### src/rtl/oled_pkg.sv
// oled_pkg: constants and types shared by the OLED serial-link blocks.
//   - command bytes understood by the panel (column window, row window, pixel write)
//   - decoder state enumeration used by oled_spi_receiver
//   - default RGB565 colours shared with the transmitter side
package oled_pkg;

    localparam logic [7:0] SetX     = 8'h15;
    localparam logic [7:0] SetY     = 8'h75;
    localparam logic [7:0] SetPixel = 8'h5C;

    localparam logic [15:0] ColorBlack = 16'h0000;
    localparam logic [15:0] ColorWhite = 16'hFFFF;
    localparam logic [15:0] ColorRed   = 16'hF800;
    localparam logic [15:0] ColorGreen = 16'h07E0;
    localparam logic [15:0] ColorBlue  = 16'h001F;

    typedef enum logic [2:0] {
        StIdle,
        StColStart,
        StColEnd,
        StRowStart,
        StRowEnd,
        StPixelHi,
        StPixelLo
    } dec_state_e;

endpackage

### src/rtl/oled_spi_deserializer.sv
// oled_spi_deserializer: samples the 4-wire OLED bus in the HCLK domain and
// assembles MSB-first bytes.
//   HCLK, HRESET        clock, asynchronous active-high reset
//   nCS, DnC, SDIN, SCLK raw serial bus inputs
//   byte_valid          one-cycle strobe when the 8th bit has been shifted in
//   byte_data           assembled byte
//   byte_dnc            DnC as sampled together with the 8th bit
module oled_spi_deserializer
    import oled_pkg::*;
(
    input  logic       HCLK,
    input  logic       HRESET,
    input  logic       nCS,
    input  logic       DnC,
    input  logic       SDIN,
    input  logic       SCLK,
    output logic       byte_valid,
    output logic [7:0] byte_data,
    output logic       byte_dnc
);

    logic       s_ncs;
    logic       s_dnc;
    logic       s_sdin;
    logic       s_sclk;
    logic       s_sclk_d;
    logic [6:0] shreg;
    logic [2:0] bit_cnt;
    logic       bit_event;

    // Rising SCLK seen one cycle after sampling, only while selected.
    assign bit_event = s_sclk & ~s_sclk_d & ~s_ncs;

    always_ff @(posedge HCLK or posedge HRESET) begin
        if (HRESET) begin
            s_ncs      <= 1'b1;
            s_dnc      <= 1'b0;
            s_sdin     <= 1'b0;
            s_sclk     <= 1'b0;
            s_sclk_d   <= 1'b0;
            shreg      <= '0;
            bit_cnt    <= '0;
            byte_valid <= 1'b0;
            byte_data  <= '0;
            byte_dnc   <= 1'b0;
        end else begin
            s_ncs      <= nCS;
            s_dnc      <= DnC;
            s_sdin     <= SDIN;
            s_sclk     <= SCLK;
            s_sclk_d   <= s_sclk;
            byte_valid <= 1'b0;
            if (s_ncs) begin
                // Deselect drops any partial byte silently.
                bit_cnt <= '0;
            end else if (bit_event) begin
                shreg   <= {shreg[5:0], s_sdin};
                bit_cnt <= bit_cnt + 3'd1;
                if (bit_cnt == 3'd7) begin
                    byte_valid <= 1'b1;
                    byte_data  <= {shreg, s_sdin};
                    byte_dnc   <= s_dnc;
                end
            end
        end
    end

endmodule

### src/rtl/oled_spi_receiver.sv
// oled_spi_receiver: receive side of the OLED serial link. Deserialises the
// bus, decodes column/row window and pixel-write commands, and emits one
// pixel strobe per 16-bit colour with the current cursor position.
//   HCLK, HRESET                  clock, asynchronous active-high reset
//   nCS, DnC, SDIN, SCLK          serial bus inputs
//   byte_valid/byte_data/byte_dnc raw byte strobe and contents
//   pix_valid/pix_x/pix_y/pix_data pixel write strobe, position, colour
//   err_count                     saturating count of protocol errors
module oled_spi_receiver
    import oled_pkg::*;
#(
    parameter int CoordWidth = 7,
    parameter int ErrWidth   = 8
) (
    input  logic                  HCLK,
    input  logic                  HRESET,
    input  logic                  nCS,
    input  logic                  DnC,
    input  logic                  SDIN,
    input  logic                  SCLK,
    output logic                  byte_valid,
    output logic [7:0]            byte_data,
    output logic                  byte_dnc,
    output logic                  pix_valid,
    output logic [CoordWidth-1:0] pix_x,
    output logic [CoordWidth-1:0] pix_y,
    output logic [15:0]           pix_data,
    output logic [ErrWidth-1:0]   err_count
);

    dec_state_e state, state_n;

    logic [CoordWidth-1:0] col_start, col_end, row_start, row_end;
    logic [CoordWidth-1:0] cur_x, cur_y;
    logic [7:0]            hi_byte;

    logic err_inc, load_cursor, set_cs, set_ce, set_rs, set_re, latch_hi, emit_pix;

    oled_spi_deserializer u_deser (
        .HCLK       (HCLK),
        .HRESET     (HRESET),
        .nCS        (nCS),
        .DnC        (DnC),
        .SDIN       (SDIN),
        .SCLK       (SCLK),
        .byte_valid (byte_valid),
        .byte_data  (byte_data),
        .byte_dnc   (byte_dnc)
    );

    always_ff @(posedge HCLK or posedge HRESET) begin
        if (HRESET) state <= StIdle;
        else        state <= state_n;
    end

    always_comb begin
        state_n     = state;
        err_inc     = 1'b0;
        load_cursor = 1'b0;
        set_cs      = 1'b0;
        set_ce      = 1'b0;
        set_rs      = 1'b0;
        set_re      = 1'b0;
        latch_hi    = 1'b0;
        emit_pix    = 1'b0;
        if (byte_valid) begin
            if (!byte_dnc) begin
                // Commands are honoured from any state and restart decoding.
                case (byte_data)
                    SetX:     state_n = StColStart;
                    SetY:     state_n = StRowStart;
                    SetPixel: begin
                        state_n     = StPixelHi;
                        load_cursor = 1'b1;
                    end
                    default: begin
                        state_n = StIdle;
                        err_inc = 1'b1;
                    end
                endcase
            end else begin
                case (state)
                    StColStart: begin set_cs = 1'b1; state_n = StColEnd;  end
                    StColEnd:   begin set_ce = 1'b1; state_n = StIdle;    end
                    StRowStart: begin set_rs = 1'b1; state_n = StRowEnd;  end
                    StRowEnd:   begin set_re = 1'b1; state_n = StIdle;    end
                    StPixelHi:  begin latch_hi = 1'b1; state_n = StPixelLo; end
                    StPixelLo:  begin emit_pix = 1'b1; state_n = StPixelHi; end
                    default:    begin err_inc = 1'b1; state_n = StIdle;   end
                endcase
            end
        end
    end

    always_ff @(posedge HCLK or posedge HRESET) begin
        if (HRESET) begin
            col_start <= '0;
            col_end   <= '1;
            row_start <= '0;
            row_end   <= '1;
            cur_x     <= '0;
            cur_y     <= '0;
            hi_byte   <= '0;
            pix_valid <= 1'b0;
            pix_x     <= '0;
            pix_y     <= '0;
            pix_data  <= '0;
            err_count <= '0;
        end else begin
            pix_valid <= emit_pix;
            if (set_cs) col_start <= byte_data[CoordWidth-1:0];
            if (set_ce) col_end   <= byte_data[CoordWidth-1:0];
            if (set_rs) row_start <= byte_data[CoordWidth-1:0];
            if (set_re) row_end   <= byte_data[CoordWidth-1:0];
            if (latch_hi) hi_byte <= byte_data;
            if (load_cursor) begin
                cur_x <= col_start;
                cur_y <= row_start;
            end
            if (emit_pix) begin
                pix_x    <= cur_x;
                pix_y    <= cur_y;
                pix_data <= {hi_byte, byte_data};
                // Raster advance; start>end windows wrap through the top of
                // the coordinate range naturally via modulo increment.
                if (cur_x == col_end) begin
                    cur_x <= col_start;
                    cur_y <= (cur_y == row_end) ? row_start : cur_y + 1'b1;
                end else begin
                    cur_x <= cur_x + 1'b1;
                end
            end
            if (err_inc && (err_count != '1)) err_count <= err_count + 1'b1;
        end
    end

endmodule

### config.mk
export PLATFORM = sky130hd
export DESIGN_NAME = oled_spi_receiver
export DESIGN_NICKNAME = d
export VERILOG_FILES = /design/src/rtl/oled_pkg.sv /design/src/rtl/oled_spi_deserializer.sv /design/src/rtl/oled_spi_receiver.sv
export SDC_FILE = /design/constraint.sdc
export NUM_CORES = 1
export LEC_CHECK = 0
export CORE_ASPECT_RATIO = 0.75
export CORE_MARGIN = 1.5
export CORE_UTILIZATION = 55
export DETAILED_ROUTE_END_ITERATION = 7
export MAX_ROUTING_LAYER = met4
export PLACE_DENSITY = 0.78
export SLEW_MARGIN = 20
export SYNTH_ARGS = -nofsm -noshare
export SYNTH_HDL_FRONTEND = slang
export SYNTH_SLANG_ARGS = --single-unit
### constraint.sdc
create_clock -name HCLK -period 10.1 [get_ports HCLK]
set_input_delay 2.02 -clock HCLK [delete_from_list [all_inputs] [get_ports HCLK]]
set_output_delay 2.02 -clock HCLK [all_outputs]
set_load 0.005 [all_outputs]
== Yosys cells after proc, flatten, opt, wreduce, memory -nomap -nowiden ==
Index checks and enable logic that the tools add are counted.
Operators by class
  equality and inequality tests: 13
  add/subtract/negate cells: 4
  reduce and logical (&&, ||, !) cells: 7
  bitwise operators: 4
  multiplexer cells: 40
Operator list (number)
  $mux 7: 7
  $mux 1: 28
  $eq 8x7->1 const B: 2
  $add 7x1->7 const B: 2
  $eq 7x7->1: 2
  $eq 3x3->1 const B: 4
  $pmux 3 s4: 1
  $mux 3: 3
  $pmux 3 s3: 1
  $add 8x1->8 const B: 1
  $eq 8x5->1 const B: 1
  $ne 8x8->1 const B: 1
  $eq 3x2->1 const B: 2
  $reduce_or 6->1: 1
  $reduce_bool 2->1: 2
  $add 3x1->3 const B: 1
  $eq 3x1->1 const B: 1
  $reduce_and 3->1: 1
  $reduce_or 3->1: 1
  $and 1x1->1: 2
  $not 1->1: 2
  $reduce_and 2->1: 1
  $logic_and 1x1->1: 1
Storage, ports and cells
  input port bits: 6
  word-level logic and storage cells: 91
  flip-flop bits (word level): 117

== Longest topological paths before layout ==
  depth in word-level cells: 7
  gate-level depth with buffers: 9
  gate-level depth less buffers: 7

== Cells and area by module ==
From an unflattened synthesis, not the netlist that was laid out.
Unflattened totals
  cells, all modules: 381
  area, all modules: 5069.9 µm²
By module, submodules not included
  oled_spi_receiver: area each 4139.0 µm², instances 1, cells an instance 326
  oled_spi_deserializer: area each 930.9 µm², instances 1, cells an instance 55

== Least setup slack after synthesis ==
No wires, ideal clock.
  path type: flip-flop to output port
  from: reg u_deser.byte_data[2]
  to: out byte_data[2]
  cell stages (with the launch flop): 1
  arrival: 0.412 ns
  slack: 7.668 ns
  path through: dfrtp_1
RTL lines
  from (decl): RTL line oled_spi_deserializer.sv:18  | output logic [7:0] byte_data,
  from (signal assigned): RTL line oled_spi_deserializer.sv:61  | byte_data <= {shreg, s_sdin};
  to (decl): RTL line oled_spi_receiver.sv:22  | output logic [7:0] byte_data,
No word-level cell between the ends.

== Worst setup path in the final report ==
  from: reg u_deser.byte_data[5]
  to: out byte_data[5]
No word-level cell between the ends.

==> reports/metrics.yaml <==
finish:
  nets: 477
  fillers: 659
  regArea_sq_um: 2950
  finalNonFillerCells: 607
  multiInputGateArea_sq_um: 2030
  antennaDiodeCount: 0
  fin_area_sq_um: 6290
  layout-drive-gt1-share_pct: 27.3
  area_delta_synth_final_pct: 23.3
route:
  firstDrtPassIters: 4
  via_per_inst: 5.58
  wl_um: 10400
  vias: 3389
  antenna_left: 0
  drt-initial-drc-count: 221
  wl_per_cell_um: 17.1
  drc: 0
grt:
  grt_pass1_vias: 3438
  grt_pass1_wl_um: 17300
  grt_max_degree: 87
  grt_usage_pct: 24.2
  grt-ovfl-total: 0
  antenna_found_initial: 0
cts:
  clockRootBuffer: "clkbuf_16"
  cts_buffers: 17
  clkSinkCount: 117
  cts_max_path_buffers: 2
  cts_tree: "built"
  cts_setup_buffers: 0
  ctsHtreeMaxLevel: 4
  ctsResizeCount: 0
  ctsHoldBuffers: 0
  worstSkewPairLatency_ns: 0.42
  path_clk_slew_ns: 0.05
critical_path:
  timing.rr.start: "u_deser.byte_valid$_DFF_PP0_"
  max_stage_delay_ns: 0.60
  crit_type: "reg -> out"
  crit_chain: "clkdlybuf4s50_1"
  crit_buf_inv: 1
  path_max_fanout: 11
  worst_path_max_delay_cell: "dfrtp_1"
  worstPathRequired_ns: 8.08
  crit_path_end_kind: "primary output"
  cp.arrival_ns: 1.60
  critPathLaunchType: "register"
  crit_family: "flip-flops"
  critPathLaunch: "u_deser.byte_data[5]$_DFFE_PP0P_"
pwr:
  p_leak_nw: 3.00
  p_per_area_nw_per_um2: 172
  ir_drop_mv: 0.148
sta:
  finalSetupViolCount: 0
  relSlewSlack_pct: 49.0
  timing.final.max_slew_violations: 0
  timing.final.crit_share_pct: 35.9
  fin_tns_setup_ns: 0
  hold_viol: 0
  hold-worst-slack_ns: 0.373
  rsz0062_at_grt: "false"
  finalClockSkew_ns: 0.00996
  max_freq_mhz: 276
  post-route-min-period_ns: 3.62
  worstMarginPinSlew_ns: 0.765
yosys:
  synth_top_cell_by_area: "dfrtp_1"
  async_reset_ff_share_pct: 100
  ys_ff_latch: 117
  avgSynthCellArea_sq_um: 12.4
  ys.flop_type: "dfrtp_1"
  synth_cells: 410
  ys_top_cells_by_area: "dfrtp_1 (50%), mux2_2 (16%), dfstp_2 (7.7%)"
  synth_area_sq_um: 5100
  synth_top_area_share_pct: 50.0
  yosys_warnings: 0
  synth_edf_count: 0
  synth-seq-area-share_pct: 57.8
  synth.distinct_cells: 50
  syn_nets: 421
placed_design:
  dp.cells: 575
  dp_hpwl_um: 6550
  gp_congestion: 0.935
  port_buffers: 54
  dpl_cell_area_sq_um: 5720
floorplanning:
  die_h_um: 86.4
  start_util_pct: 56.4
  die_area_sq_um: 9870
  placementRows: 30
  pin_count: 55
  core_area_sq_um: 9050
  die_width_um: 114
flow_run:
  drv_cap: 0
hold_path:
  min-delay-start: "u_deser.s_sclk$_DFF_PP0_"
  hold_path.class: "reg -> reg"
status:
  status: "completed"
-- registers in the layout, summed over array words and instances (netlist names), 3 cells and up --
| signal | cells |
|---|---|
| col_start | 7 |
| row_start | 7 |
| cur_y | 7 |
| cur_x | 7 |
| u_deser.bit_cnt | 3 |
| pix_x | 7 |
| pix_y | 7 |
| u_deser.byte_data | 8 |
| state | 3 |
| row_end | 7 |
| hi_byte | 8 |
| pix_data | 16 |
| u_deser.shreg | 7 |
| col_end | 7 |
| err_count | 8 |
-- routing by layer --
layer / vias up / share of wire, % / routed length [um] / track usage (%)
li1: 1557 / - / - / -
met1: 1749 / 47 / 4830 / 31.0
met2: 66 / 48 / 4950 / 36.1
met3: 17 / 3.4 / 353 / 7.83
met4: 0 / 2.1 / 221 / 9.89
met5: - / 0 / 0 / -
-- area by class of cell --
type / count / area share [%]
Sequential cell: 117 / 46.8
Multi-Input combinational cell: 267 / 32.3
Timing Repair Buffer: 56 / 8.89
Clock buffer: 28 / 8.22
Tap cell: 128 / 2.55
Clock inverter: 4 / 0.716
Inverter: 7 / 0.458
-- cells in the mapped netlist (2+ instances only) --
master	count
dfrtp_1	102
mux2_2	74
nand2_1	44
a21oi_1	18
nor2_1	18
dfstp_2	15
xor2_1	12
o21ai_0	11
clkbuf_1	10
nand3_1	10
and3_1	9
buf_2	7
xnor2_1	7
inv_1	6
ha_1	5
nor2b_1	5
nand2b_1	4
nand4_1	4
o22ai_1	4
a31o_2	3
and2_1	3
mux2i_1	3
a21o_1	2
and4b_1	2
buf_6	2
mux2_1	2
nand3b_1	2
nor3_1	2
nor3b_2	2
nor4_1	2
-- power breakdown --
group	switching [mW]	total, mW	internal (mW)
registers	0.00834	0.492	0.483
clock network	0.197	0.567	0.369
logic	0.0128	0.0248	0.0120
total	0.218	1.08	0.864
-- cells in the final DEF, fill, tap and decap left out, types with 2 or more instances in the layout --
cell and n:
a21o_1 2, a21oi_1 18, a31o_2 3, and2_1 3, and3_1 9, and4b_1 2
clkbuf_1 6, clkbuf_16 17, clkbuf_8 5, clkdlybuf4s50_1 54, clkinv_2 3, dfrtp_1 102
dfstp_2 15, ha_1 5, inv_1 5, mux2_1 2, mux2_2 74, mux2i_1 3
nand2_1 44, nand2b_1 4, nand3_1 10, nand3b_1 2, nand4_1 4, nor2_1 18
nor2b_1 5, nor3_1 2, nor3b_2 2, nor4_1 2, o21ai_0 11, o22ai_1 4
xnor2_1 7, xor2_1 12
-- path summary, 6_finish.rpt --
kind,endpoint,slack [ns],cells past startpoint
max in group asynchronous,pix_y[5]$_DFFE_PP0P_,7.06,3
worst min-delay path,u_deser.s_sclk_d$_DFF_PP0_,0.37,0
min in group asynchronous,pix_data[7]$_DFFE_PP0P_,1.95,2
worst max register to register,cur_y[2]$_DFF_PP0_,7.67,7
worst min register to register,u_deser.s_sclk_d$_DFF_PP0_,0.37,0
worst max-delay path,byte_data[5],6.48,1
-- cell families after synthesis --
| logic type | Yosys count | share of synthesized area [%] |
|---|---|---|
| AOI/OAI and AO/OA | 47 | 5.76 |
| xor gates and xnor gates | 19 | 3.26 |
| adders and majority gates | 5 | 1.23 |
| buffers and inverters | 26 | 2.38 |
| DFF | 117 | 57.8 |
| muxes | 79 | 17.4 |
| and+or+nand+nor | 117 | 12.2 |
-- metrics by stage --
stage	power (mW)	utilization, %	setup slack (ns)
after floorplan	0.516	-	5.00
after global placement	0.522	63.3	6.30
after detailed placement	0.524	63.3	6.26
after CTS	1.09	69.5	6.46
after global routing	1.12	69.5	6.43
final	1.08	69.5	6.48
Note: power is estimated with default switching activity, not from simulation.
==> RTL change (same settings) <==
The parameter `ErrWidth` goes from 8 to 7.
--- a/src/rtl/oled_spi_receiver.sv
+++ b/src/rtl/oled_spi_receiver.sv
@@ -11,5 +11,5 @@
 #(
     parameter int CoordWidth = 7,
-    parameter int ErrWidth   = 8
+    parameter int ErrWidth   = 7
 ) (
     input  logic                  HCLK,
Interface: changed (resized err_count); port bits go from 55 to 54. No check against the original RTL was run, so the function may have changed too.
==> RTL change against the unedited design <==
Wire length grew 1.1%; power fell by 1.0%; cell area barely moved; maximum frequency decreased by 0.42%; sequential cell count down 1; setup slack lost 0.015 ns; area after synthesis rose by 1.1%; critical path type unchanged; critical endpoint is now byte_data[1]; largest power group unchanged; highest routed layer unchanged.
==> RTL change: results <==
[global_route]
grt_max_degree = 86
grt_use_met2 = 0.3560
grt_pass1_wl_um = 17680
grt_pass1_vias = 3531
antenna_found_initial = 0
grtUsageTotal = 0.2418
use_met1 = 0.3245
met3_usage = 0.07376

[finish]
layoutNonFillerInstCount = 647
fillCellCount = 713
final_layout_size_suffix_gt1_frac = 0.2119
fin_nets = 517

[power]
total_power_mw = 1.072
clockPowerShare = 0.522
ir_worst_vdd_v = 0.0001906
combinationalPowerShare = 0.023
p_switching_mw = 0.2195
leakage_nw = 2.960

[drt]
top_layer_used = "met4"
wl_met2_um = 4891
dr_wl_met3_um = 582
wl_per_cell_um = 16.19
wl_met1_um = 4826
vias_per_cell = 5.553
firstDrtPassIters = 5
drt-initial-drc-count = 301

[placed_design]
io_buffers = 53
dp.cells = 615
hpwl_um = 6861
gp_congestion = 0.8553

[critical_path]
ff2ff_path_depth = 6
arrival_ns = 1.62
regToRegEndpoint = "cur_x[5]"
critPathCapture = "byte_data[1]"
cpPeakStageDelay_ns = 0.62
critPathLaunch = "u_deser.byte_data[1]"
ff2ff_setup_slack_ns = 7.25
cp_max_fo = 9

[sta]
worst_slew_pin_slew_ns = 0.7702
skew_ns = 0.007431
hold_ws_ns = 0.3750

[yosys]
synth_mux_area_frac = 0.1104
yosysWarnings = 0
synth.area.top_cells = "dfrtp_1 49%, mux2_2 10%, dfstp_2 7.6%"
synthAdderAreaFrac = 0.01213
synth-compound-area-share = 0.06937
yosysSeqAreaShare = 0.5663
syn-num-nets = 466
synth_xor_xnor_area_share = 0.03396
synth_cell_types = 60
synth_commonest_cells = "103 x nand2_1, 101 x dfrtp_1, 46 x mux2_2"
synth_cells = 455

[clock_tree]
post_cts_resize_count = 0
clock-root-buffer = "clkbuf_16"
clk_path_buf_depth = 2

[status]
outcome = "finished, final reports clean"
==> RTL change: cell count changes after synthesis, sizes merged, moves of 4 or more <==
cell    delta
nand2     +59
xnor2      +5
mux2      -29
xor2       -4
o22ai      -4
a211oi     +9
buf        +7
a21oi     -10
inv        +5
clkbuf     -4
nor3      +10
and3       -5
==> RTL change: metrics by stage <==
stage	utilization	setup WS [ns]	instance area [µm²]
2_1_floorplan	-	5.032	5159
3_3_place_gp	0.6304	6.308	5727
3_5_place_dp	0.6304	6.274	5727
4_1_cts	0.6927	6.479	6292
5_1_grt	0.6931	6.409	6296
6_report	0.6931	6.462	6296
==> RTL change: final cells by class <==
cell class / instances / share of cell area
Inverter: 12 / 0.007552
Clock inverter: 9 / 0.01232
Timing Repair Buffer: 54 / 0.08605
Sequential cell: 116 / 0.4640
Clock buffer: 23 / 0.07750
Tap cell: 128 / 0.02544
Multi-Input combinational cell: 305 / 0.3271
